File: src/rtl/seg_scan_mux.sv
`default_nettype none
// ============================================================================
// Module   : seg_scan_mux
// Summary  : Time-multiplexed seven-segment scanner with refresh prescaler,
//            anti-ghosting guard interval, per-digit blanking and frame pulse.
// Revision : 1.0
// ============================================================================
module seg_scan_mux #(
    parameter int NUM_DIGITS       = 4,
    parameter int SEG_W            = 7,
    parameter int REFRESH_DIV      = 100000,
    parameter int BLANK_CYCLES     = 0,
    parameter bit ANODE_ACTIVE_LOW = 1'b1,
    parameter bit SEG_ACTIVE_LOW   = 1'b1,
    localparam int c_idx_w = (NUM_DIGITS > 2) ? $clog2(NUM_DIGITS) : 1
) (
    input  logic                        clk,
    input  logic                        reset,
    input  logic                        en,
    input  logic [NUM_DIGITS*SEG_W-1:0] seg_in,
    input  logic [NUM_DIGITS-1:0]       blank,
    output logic [SEG_W-1:0]            seg_out,
    output logic [NUM_DIGITS-1:0]       an_out,
    output logic [c_idx_w-1:0]          digit_idx,
    output logic                        frame_tick
);

    localparam int c_cnt_w = (REFRESH_DIV > 2) ? $clog2(REFRESH_DIV) : 1;

    localparam logic [c_cnt_w-1:0]    c_cnt_last = c_cnt_w'(REFRESH_DIV - 1);
    localparam logic [c_idx_w-1:0]    c_idx_last = c_idx_w'(NUM_DIGITS - 1);
    localparam logic [NUM_DIGITS-1:0] c_an_off   = {NUM_DIGITS{ANODE_ACTIVE_LOW}};
    localparam logic [SEG_W-1:0]      c_seg_off  = {SEG_W{SEG_ACTIVE_LOW}};

    // Elaboration-time parameter legality
    generate
        if (NUM_DIGITS < 2) begin : g_chk_digits
            $error("seg_scan_mux: NUM_DIGITS must be at least 2");
        end
        if (REFRESH_DIV < 2) begin : g_chk_div
            $error("seg_scan_mux: REFRESH_DIV must be at least 2");
        end
        if (BLANK_CYCLES >= REFRESH_DIV) begin : g_chk_blank
            $error("seg_scan_mux: BLANK_CYCLES must be less than REFRESH_DIV");
        end
    endgenerate

    logic [c_cnt_w-1:0]    r_cnt;
    logic [c_idx_w-1:0]    r_idx;

    logic                  w_slot_end;
    logic                  w_last_digit;
    logic                  w_past_guard;
    logic                  w_blank_sel;
    logic                  w_lit;
    logic [SEG_W-1:0]      w_seg_sel;
    logic [NUM_DIGITS-1:0] w_an_next;

    assign w_slot_end   = (r_cnt == c_cnt_last);
    assign w_last_digit = (r_idx == c_idx_last);
    assign digit_idx    = r_idx;

    // A zero-length guard needs no comparator; avoids a constant-true compare.
    generate
        if (BLANK_CYCLES == 0) begin : g_no_guard
            assign w_past_guard = 1'b1;
        end else begin : g_guard
            assign w_past_guard = (r_cnt >= c_cnt_w'(BLANK_CYCLES));
        end
    endgenerate

    always_comb begin
        w_seg_sel   = c_seg_off;
        w_blank_sel = 1'b0;
        for (int i = 0; i < NUM_DIGITS; i++) begin
            if (r_idx == c_idx_w'(i)) begin
                w_seg_sel   = seg_in[i*SEG_W +: SEG_W];
                w_blank_sel = blank[i];
            end
        end
    end

    assign w_lit = en && w_past_guard && !w_blank_sel;

    always_comb begin
        w_an_next = c_an_off;
        for (int i = 0; i < NUM_DIGITS; i++) begin
            if (w_lit && (r_idx == c_idx_w'(i))) begin
                w_an_next[i] = ~ANODE_ACTIVE_LOW;
            end
        end
    end

    // Outputs are computed from pre-edge cnt/idx, so they trail digit_idx by one cycle.
    always_ff @(posedge clk or posedge reset) begin
        if (reset) begin
            r_cnt      <= '0;
            r_idx      <= '0;
            frame_tick <= 1'b0;
            an_out     <= c_an_off;
            seg_out    <= c_seg_off;
        end else begin
            an_out     <= w_an_next;
            seg_out    <= en ? w_seg_sel : c_seg_off;
            frame_tick <= en && w_slot_end && w_last_digit;
            if (en) begin
                if (w_slot_end) begin
                    r_cnt <= '0;
                    r_idx <= w_last_digit ? '0 : r_idx + 1'b1;
                end else begin
                    r_cnt <= r_cnt + 1'b1;
                end
            end
        end
    end

endmodule
`default_nettype wire
File: config.mk
export PLATFORM = sky130hd
export DESIGN_NAME = seg_scan_mux
export DESIGN_NICKNAME = d
export VERILOG_FILES = /design/src/rtl/seg_scan_mux.sv
export SDC_FILE = /design/constraint.sdc
export NUM_CORES = 1
export LEC_CHECK = 0
export ABC_AREA = 1
export CORE_MARGIN = 2
export CORE_UTILIZATION = 27
export CTS_CLUSTER_SIZE = 30
export DETAILED_ROUTE_END_ITERATION = 16
export GPL_TIMING_DRIVEN = 0
export HOLD_SLACK_MARGIN = 0.03
export PLACE_DENSITY = 0.47
export REMOVE_ABC_BUFFERS = 1
export SYNTH_ARGS = -nofsm -noshare
export SYNTH_HDL_FRONTEND = slang
export SYNTH_SLANG_ARGS = --single-unit
File: constraint.sdc
create_clock -name clk -period 1.5 [get_ports clk]
set_input_delay 0.15 -clock clk [delete_from_list [all_inputs] [get_ports clk]]
set_output_delay 0.15 -clock clk [all_outputs]
set_load 0.05 [all_outputs]
## Yosys cells after proc, flatten, opt, wreduce, memory -nomap -nowiden

Index checks and enable logic that the tools add are counted.
W data, S select, Z words.

- Bits in registers: 31
- Input port bits: 35
- Output and inout port bits: 14
- Logic and storage cells: 36

- $add $sub $neg: 2
- Eq/ne operators: 4
- Multiplexer cells: 15
- Reduce and logical (&&, ||, !) cells: 10

Operators with widths:

| operator | count |
|---|---|
| $mux W7 | 5 |
| $add A17 B1 Y17 const B | 1 |
| $eq A17 B17 Y1 const B | 1 |
| $mux W17 | 1 |
| $mux W1 | 8 |
| $logic_and A1 B1 Y1 | 7 |
| $eq A2 B2 Y1 const B | 2 |
| $add A2 B1 Y2 const B | 1 |
| $eq A2 B1 Y1 const B | 1 |
| $logic_not A2 Y1 | 1 |
| $mux W2 | 1 |
| $reduce_and A2 Y1 | 1 |
| $logic_not A1 Y1 | 1 |

## Logic depth before layout (Yosys ltp)

Gate-level depths: netlist of run 1.

- Word-level depth: 9
- Mapped depth: 9

## Worst setup path after synthesis of run 1

Ideal clock, no wire load.

- Path type: reg2reg
- From: reg r_idx[1], in the netlist digit_idx[1]
- To: reg r_idx[0], in the netlist digit_idx[0]
- Setup time: 113 ps
- Data arrival time: 1575 ps
- Data required time: 1387 ps
- Path slack: -188 ps
- Stages on the path, launching flop included: 8
- Path through: dfrtp_1 ha_1 buf_2 clkinv_1 nand2_1 nand4_1 nand2_1 inv_1

- Word-level cells in the longest chain between the ends: 2

Ends and longest elaborated chain:

| item | line | RTL |
|---|---|---|
| start, declared | 49 | `logic [c_idx_w-1:0] r_idx;` |
| start signal, assigned | 109 | `r_idx <= w_last_digit ? '0 : r_idx + 1'b1;` |
| $eq A2 B2 Y1 | 60 | `assign w_last_digit = (r_idx == c_idx_last);` |
| $mux W2 | 109 |  |

No other way between the ends.
A chain may end at the register's enable or synchronous reset.

## Final worst setup path of run 1

- From: reg seg_out[6]
- To: out seg_out[6]

RTL lines:

| item | line | RTL |
|---|---|---|
| start, declared | 22 | `output logic [SEG_W-1:0] seg_out,` |
| start signal, assigned | 101 | `seg_out <= c_seg_off;` |
| start signal, assigned | 104 | `seg_out <= en ? w_seg_sel : c_seg_off;` |

No word-level cell between the ends.

==> flow_summary.toml, run 1 <==
[setup_path]
reg2reg_slack_ns = 0.12
slowest_stage = "dfstp_2"
critPathMaxStageDelay_ns = 0.51
cp_data_required_time_ns = 1.35
critPathKind = "register to primary output"
cp_max_fo = 1
critPathLaunchType = "register"
end_kind = "primary output"
arrival_ns = 1.31
crit_family = "flip-flops"
crit_chain = "clkdlybuf4s15_1"
cp_num_buf_inv = 1

[sta]
setup_violations = 0
hold_slack_ns = 0.1893
fin_ws_ns = 0.04074
fin_setup_tns_ns = 0
worst_pin_slew_ns = 0.6615
rsz0062_at_grt = "false"
fin_crit_sh_pct = 97.28
maxSlewHeadroom_pct = 55.63
finalHoldViolCount = 0
report.final.slew_viol_count = 0
period_minus_slack_ns = 1.459
fmax_mhz = 685.3
skew_ns = 0.004086

[floorplan]
dieWidth_microns = 85.75
core_area_sq_um = 6422
die_area_sq_um = 7352
initial_utilization_pct = 28.09
io_pins = 49
fp.dieH_microns = 85.75
row_count = 29

[routing]
wirelength_microns = 4615
ant_nets = 0
drtIter0Drc = 80
drc = 1
viasPerCell = 4.317
first_pass_iters = 10
vias = 1606
wl_per_cell_microns = 12.41

[synth]
synth_top_family_by_area = "simple AND/OR/NAND/NOR gates"
synthMuxAreaShare_pct = 0
yosysWarnings = 0
synth_cell_types = 27
syn_avg_cell_area_sq_um = 7.549
netlist_instances = 239
synthXorXnorAreaFrac_pct = 1.456
seq_area_frac_synth_pct = 43.76
synth_compound_area_share_pct = 10.89
syn_area_sq_um = 1804
ys_ff_latch = 31
synthDominantCellAreaShare_pct = 27.74
yosys.area_share.adder_pct = 3.467
yosys.area_share.simple_pct = 30.17
ys_top_cells_by_area = "dfrtp_1 (28%), dfstp_2 (16%), nand2_1 (11%)"
yosysTopAreaCell = "dfrtp_1"

[final_layout]
area_growth_syn_to_layout_pct = 45.08
fillerInstances = 655
antenna_cells = 0
ff_latch_area_sq_um = 792.0
fin_cells = 372
final_common_cell = "nand2_1"
drive_gt1_share_pct = 20.68
fin_area_sq_um = 2618
multi_input_area_sq_um = 928.4
most-common-layout-cells = "nand2_1 (51), nor2_1 (36), clkdlybuf4s50_1 (33)"
utilization_pct = 40.76
nNetsFinal = 334

[clock_tree]
cts.clk_slew.worst_paths_ns = 0.07
cts_tree = "yes"
holdBufCountCts = 0
h-tree-depth = 2
root_buffer = "clkbuf_8"
clock-sinks = 31
clk_latency_ns = 0.28
clock_path_buffers = 2
cts_buffers = 5

[pwr]
power_density_nw_per_um2 = 888.4
clockPowerShare_pct = 31.5
intPower_mw = 1.607
vdd_ir_drop_max_mv = 0.4502
p_sw_share_pct = 30.87
p_switching_mw = 0.7179
finalPower_mw = 2.325
power_frac_seq_pct = 45.5
share_comb_of_total_power_pct = 23.0
leakage_nw = 1.212

[placed_design]
place.gp.congestion = 0.7322
dp.cells = 358
hpwl_microns = 3329
dp_slack_ns = -0.3439
place_area_sq_um = 2342
numPortBuffers = 48

[run]
maxCapViolCount = 0

[grt]
grt_max_degree = 32
grt_overflow = 0
grt_pass1_vias = 1559
grt_pass1_wl_microns = 7479
grt_usage_pct = 13.21
antenna_found_initial = 0

[hold_path]
min_path_type = "input pin to asynchronous set/reset pin"

[outcome]
violations = "DRC"
status = "finished, violations left"
-- what timing repair did --
action / 4_1_cts / 5_1_grt
buffers inserted: 1 / 3
pin swaps: 0 / 3
gates resized for setup: 22 / 25
setup endpoints to repair: 31 / 31
cloned: 0 / 1
-- state kept, by name, summed over array words and instances (netlist names) --
| signal | count |
|---|---|
| r_cnt | 17 |
| seg_out | 7 |
| an_out | 4 |
| digit_idx | 2 |
| frame_tick | 1 |
-- layout make-up --
type / count / share of cell area, %
clock buffer: 8 / 3.824
inverter: 39 / 5.880
multi-input combinational: 164 / 35.47
sequential: 31 / 30.26
tap: 77 / 3.681
timing repair buffer: 53 / 20.89
-- worst paths after layout --
path / from / end / cells after the start
max reg2reg: digit_idx[0] / an_out[1] / 5
max in group asynchronous: reset / seg_out[3] / 3
min reg2reg: r_cnt[13] / r_cnt[13] / 1
min: reset / r_cnt[16] / 2
max: seg_out[6] / seg_out[6] / 1
min in group clk: en / r_cnt[0] / 3
-- power groups by stage --
stage               Clock (mW)  Combinational, mW  Sequential [mW]
floorplan                    0              0.303             1.08
global placement             0              0.507             1.07
detailed placement           0              0.507             1.06
CTS                      0.769              0.505             1.05
global route             0.814              0.602             1.07
finish                   0.733              0.534             1.06
-- cells by family (layout without fill, tap and decap cells) --
group / count (synthesis) / count (layout)
XOR/XNOR: 3 / 3
AO/OA/AOI/OAI: 33 / 33
buffers and inverters: 45 / 100
adder cells (fa/ha/maj): 5 / 5
AND/OR/NAND/NOR: 122 / 123
flip-flops: 31 / 31
-- routing by layer --
layer  GRT usage [%]  up-vias  wire length (microns)
met1           17.03      721                   2124
met2           21.45       22                   2271
li1                -      858                      -
met5               0        -                      0
met4           4.329        0                     68
met3           3.657        5                    151
-- synth_stat cells --
library cell,number
dfrtp_1,20
inv_1,32
nor2_1,36
nand2_1,53
inv_2,6
a31o_2,1
o211ai_1,8
buf_2,4
dfstp_2,11
nor3_2,1
xor2_1,2
nand4_1,3
nand2_2,4
ha_1,5
nand3_1,15
o21ai_1,3
xnor2_1,1
o21ai_0,7
clkinv_1,1
or2_2,1
nor2_2,5
nand3_2,1
nor2_4,3
buf_6,1
a21oi_1,12
buf_4,1
o21ai_2,2
(Power assumes the default switching activity.)
==> run 2, diff against run 1 <==
--- a/config.mk
+++ b/config.mk
@@ -6,7 +6,7 @@
 export NUM_CORES = 1
 export LEC_CHECK = 0
 export ABC_AREA = 1
-export CORE_MARGIN = 2
+export CORE_ASPECT_RATIO = 1.75
 export CORE_UTILIZATION = 27
 export CTS_CLUSTER_SIZE = 30
 export DETAILED_ROUTE_END_ITERATION = 16
==> run 2 against run 1 <==
  * Power is 13% higher
  * Register-to-register slack barely moved
  * The flow now finishes without violations
  * Global-route usage is 1.1 points higher
  * Worst hold slack got worse by 0.019 ns
  * Sequential power barely moved
  * Non-clock buffer count decreased by 2
  * Final area down 0.43%
  * Core utilization down 0.60 points
  * Largest cell class unchanged
  * Routed wire length decreased by 0.74%
  * Critical path depth stayed put
==> flow_summary.toml, run 2 (same netlist as run 1, synthesis figures left out) <==
[routing]
first_pass_iters = 4
drc = 0
wl_per_cell_microns = 12.22
viasPerCell = 4.368
wirelength_microns = 4581
drtIter0Drc = 51
ant_nets = 0
vias = 1638

[sta]
finalHoldViolCount = 0
rsz0062_at_grt = "false"
setup_violations = 0
skew_ns = 0.005286
maxSlewHeadroom_pct = 62.54
report.final.slew_viol_count = 0
hold_slack_ns = 0.1707
period_minus_slack_ns = 1.467
worst_pin_slew_ns = 0.5584
fmax_mhz = 681.6
fin_crit_sh_pct = 97.81

[setup_path]
r2r_end = "seg_out[4]"
critPathKind = "register to primary output"
slowest_stage = "dlygate4sd2_1"
cp_num_buf_inv = 1
crit_chain = "dlygate4sd2_1"
crit_family = "buffers and inverters"
cp_data_required_time_ns = 1.35
reg2reg_slack_ns = 0.12
reg2reg_from = "digit_idx[0]"
cp_max_fo = 1
end_kind = "primary output"
crit_start = "seg_out[1]"
reg2reg_depth = 6
arrival_ns = 1.32
critPathLaunchType = "register"
critPathMaxStageDelay_ns = 0.54

[final_layout]
nNetsFinal = 332
area_growth_syn_to_layout_pct = 44.45
final_common_cell = "nand2_1"
regMostFlops = "r_cnt"
drive_gt1_share_pct = 18.77
utilization_pct = 40.16
antenna_cells = 0
reg_top3 = "r_cnt x17, seg_out x7, an_out x4"
largest_reg_flops = 17
most-common-layout-cells = "nand2_1 (52), nor2_1 (36), clkdlybuf4s50_1 (33)"

[placed_design]
numPortBuffers = 48
place.gp.congestion = 0.7352
hpwl_microns = 3392

[clock_tree]
holdBufCountCts = 0
cts_tree = "yes"
cts_buffers = 5
h-tree-depth = 2
clk_latency_ns = 0.28
clock_path_buffers = 2
cts.clk_slew.worst_paths_ns = 0.05
root_buffer = "clkbuf_16"
clock-sinks = 31

[floorplan]
die_area_sq_um = 7026
dieWidth_microns = 63.80
io_pins = 49
row_count = 39
core_area_sq_um = 6490
fp.dieH_microns = 110.1
initial_utilization_pct = 27.80

[grt]
grt_pass1_vias = 1627
grt_max_degree = 32
grt_pass1_wl_microns = 7638
grt_overflow = 0
grt_usage_pct = 14.34
antenna_found_initial = 0

[outcome]
status = "completed"

[pwr]
finalPower_mw = 2.633
leakage_nw = 1.212
vdd_ir_drop_max_mv = 0.3521
power_density_nw_per_um2 = 1010

[hold_path]
min_path_type = "input pin to asynchronous set/reset pin"

[run]
maxCapViolCount = 0
run 2: area by class of cell:
class                   instances  area [sq um]
repair buffers                 51         521.8
clock buffers                   8         156.4
flip-flops and latches         31         792.0
well taps                      82         102.6
fillers                       684          3884
inverters                      39         153.9
multi-input cells             164         879.6
run 2: how the worst max path moves through the flow:
stage | to | cells past startpoint
2_1_floorplan | digit_idx[0] | 6
3_3_place_gp | digit_idx[0] | 6
3_5_place_dp | digit_idx[0] | 6
4_1_cts | seg_out[1] | 8
5_1_grt | seg_out[5] | 1
6_report | seg_out[1] | 1
run 2: metrics by stage:
step / setup slack [ns] / TNS (ns) / area, sq um / cells
floorplan: -0.2389 / -2.000 / 1765 / 233
global placement: -0.3039 / -7.576 / 2349 / 363
detailed placement: -0.2988 / -7.901 / 2349 / 363
CTS: 0.005446 / 0 / 2526 / 372
global route: 0.002119 / 0 / 2606 / 375
finish: 0.03283 / 0 / 2606 / 375
run 2: repair_timing:
item,CTS,global route
resized for setup,20,10
cloned,0,1
setup buffers,1,1
setup endpoints to repair,34,22
pin swaps,1,1
run 2: power breakdown:
part | switching, mW | internal [mW]
clock network | 0.357 | 0.706
registers | 0.108 | 0.948
logic | 0.283 | 0.230
total | 0.748 | 1.88
run 2: per-layer routing:
metal | GRT usage (%) | vias up | part of all wire, % | routed length [microns]
li1 | - | 849 | - | -
met2 | 25.99 | 44 | 55 | 2512
met3 | 2.984 | 7 | 5.3 | 241
met1 | 15.93 | 738 | 39 | 1766
met5 | 0 | - | 0 | 0
met4 | 6.331 | 0 | 1.3 | 61
==> run 3, diff against run 2 <==
==> constraint.sdc (replaced) <==
create_clock -name clk -period 1.6 [get_ports clk]
set_input_delay 0.16 -clock clk [delete_from_list [all_inputs] [get_ports clk]]
set_output_delay 0.16 -clock clk [all_outputs]
set_load 0.05 [all_outputs]
==> run 3 against run 2 <==
  * Count of clock-buffer cells in the layout unchanged
  * Register-to-register slack improved by 0.04 ns
  * Core utilization decreased by 0.77 points
  * Sequential share of layout area increased by 0.50 points
  * Worst hold slack improved by 0.0080 ns
  * Final cell count decreased by 0.53%
  * Worst setup slack improved by 0.016 ns
  * Critical path depth unchanged
  * Clock power decreased by 6%
  * Power decreased by 6.4%
  * Critical endpoint is now frame_tick
  * Highest routed layer unchanged
==> flow_summary.toml, run 3 (same netlist as run 1, synthesis figures left out) <==
[outcome]
status = "completed"

[sta]
worst_pin_slew_ns = 0.5564
fin_ws_ns = 0.04929
fin_crit_sh_pct = 96.92
fin_setup_tns_ns = 0
period_minus_slack_ns = 1.551
rsz0062_at_grt = "false"
report.final.slew_viol_count = 0
hold_slack_ns = 0.1787
skew_ns = 0.005082
finalHoldViolCount = 0
fmax_mhz = 644.9
setup_violations = 0
maxSlewHeadroom_pct = 62.67

[grt]
grt_overflow = 0
antenna_found_initial = 0
grt_pass1_wl_microns = 7631
grt_usage_pct = 14.34
grt_pass1_vias = 1623
grt_max_degree = 32

[final_layout]
antenna_cells = 0
regMostFlops = "r_cnt"
most-common-layout-cells = "nand2_1 (52), nor2_1 (36), clkdlybuf4s50_1 (35)"
area_growth_syn_to_layout_pct = 41.68
multi_input_area_sq_um = 842.1
fin_cells = 373
largest_reg_flops = 17
ff_latch_area_sq_um = 789.5
final_common_cell = "nand2_1"
reg_top3 = "r_cnt x17, seg_out x7, an_out x4"
fillerInstances = 688
nNetsFinal = 330
drive_gt1_share_pct = 16.49
fin_area_sq_um = 2556
utilization_pct = 39.39

[clock_tree]
clock-sinks = 31
root_buffer = "clkbuf_16"
cts_buffers = 5
h-tree-depth = 2
cts_tree = "yes"
cts.clk_slew.worst_paths_ns = 0.05
clock_path_buffers = 2
clk_latency_ns = 0.28

[pwr]
share_comb_of_total_power_pct = 19.2
p_sw_share_pct = 28.51
power_density_nw_per_um2 = 964.5
power_frac_seq_pct = 40.3
clockPowerShare_pct = 40.5
finalPower_mw = 2.465
intPower_mw = 1.763
p_switching_mw = 0.7029
leakage_nw = 1.181
vdd_ir_drop_max_mv = 0.3312

[hold_path]
min_path_type = "input pin to asynchronous set/reset pin"

[routing]
drtIter0Drc = 47
wirelength_microns = 4444
ant_nets = 0
vias = 1629
drc = 0
viasPerCell = 4.367
first_pass_iters = 4
wl_per_cell_microns = 11.91

[setup_path]
crit_family = "buffers and inverters"
critPathLaunchType = "register"
cp_data_required_time_ns = 1.44
cp_num_buf_inv = 1
end_kind = "primary output"
cp_max_fo = 1
crit_chain = "clkdlybuf4s50_1"
critPathMaxStageDelay_ns = 0.79
arrival_ns = 1.39
slowest_stage = "clkdlybuf4s50_1"
critPathKind = "register to primary output"

[floorplan]
initial_utilization_pct = 27.80
dieWidth_microns = 63.80
fp.dieH_microns = 110.1
io_pins = 49
row_count = 39
die_area_sq_um = 7026
core_area_sq_um = 6490

[placed_design]
dp_slack_ns = -0.1988
numPortBuffers = 48
hpwl_microns = 3392
place_area_sq_um = 2349
place.gp.congestion = 0.7352
dp.cells = 363

[run]
maxCapViolCount = 0
## run 3: changes by cell type in the layout (fill, tap and decap cells not counted), moves of 2 or more
cell	before	now
clkdlybuf4s50_1	33	35
dfrtp_1	18	20
dfrtp_2	2	0
ha_1	2	4
## run 3: final cells by class
type / count / area share [%]
Sequential cell: 31 / 30.89
Tap cell: 82 / 4.014
Timing Repair Buffer: 50 / 20.02
Clock buffer: 8 / 6.118
Multi-Input combinational cell: 163 / 32.94
Inverter: 39 / 6.021
## run 3: power groups by stage
stage          combinational, mW  clock [mW]  sequential, mW
4_1_cts                    0.468        1.03           0.993
6_report                   0.474       0.999           0.992
5_1_grt                    0.536        1.06            1.01
3_3_place_gp               0.471           0            1.00
2_1_floorplan              0.284           0            1.02
3_5_place_dp               0.474           0            1.00
## run 3: layer usage
metal  wire, microns  vias to the layer above  share of wire [%]  GRT usage, %
met2            2424                       45                 55         25.99
met4              74                        0                1.7         6.331
met1            1699                      730                 38         15.93
li1                -                      846                  -             -
met3             245                        8                5.5         2.984
met5               0                        -                  0             0
## run 3: path summary, 6_finish.rpt
kind / startpoint / to / slack, ns / cells past startpoint
min in group clk: seg_in[26] / seg_out[5] / 0.49 / 3
hold reg to reg: r_cnt[13] / r_cnt[13] / 0.50 / 1
setup reg to reg: digit_idx[0] / seg_out[4] / 0.16 / 6
hold / removal: reset / r_cnt[14] / 0.18 / 2
setup / recovery: frame_tick / frame_tick / 0.05 / 1
max in group asynchronous: reset / seg_out[6] / 0.91 / 3
## run 3: repair_timing
item,in CTS,in global routing
resized for setup,16,3
buffers inserted,0,1
hold buffers,0,0
hold endpoints to repair,0,0
pin swaps,0,0
endpoints found under the setup margin,24,18
cloned,0,0
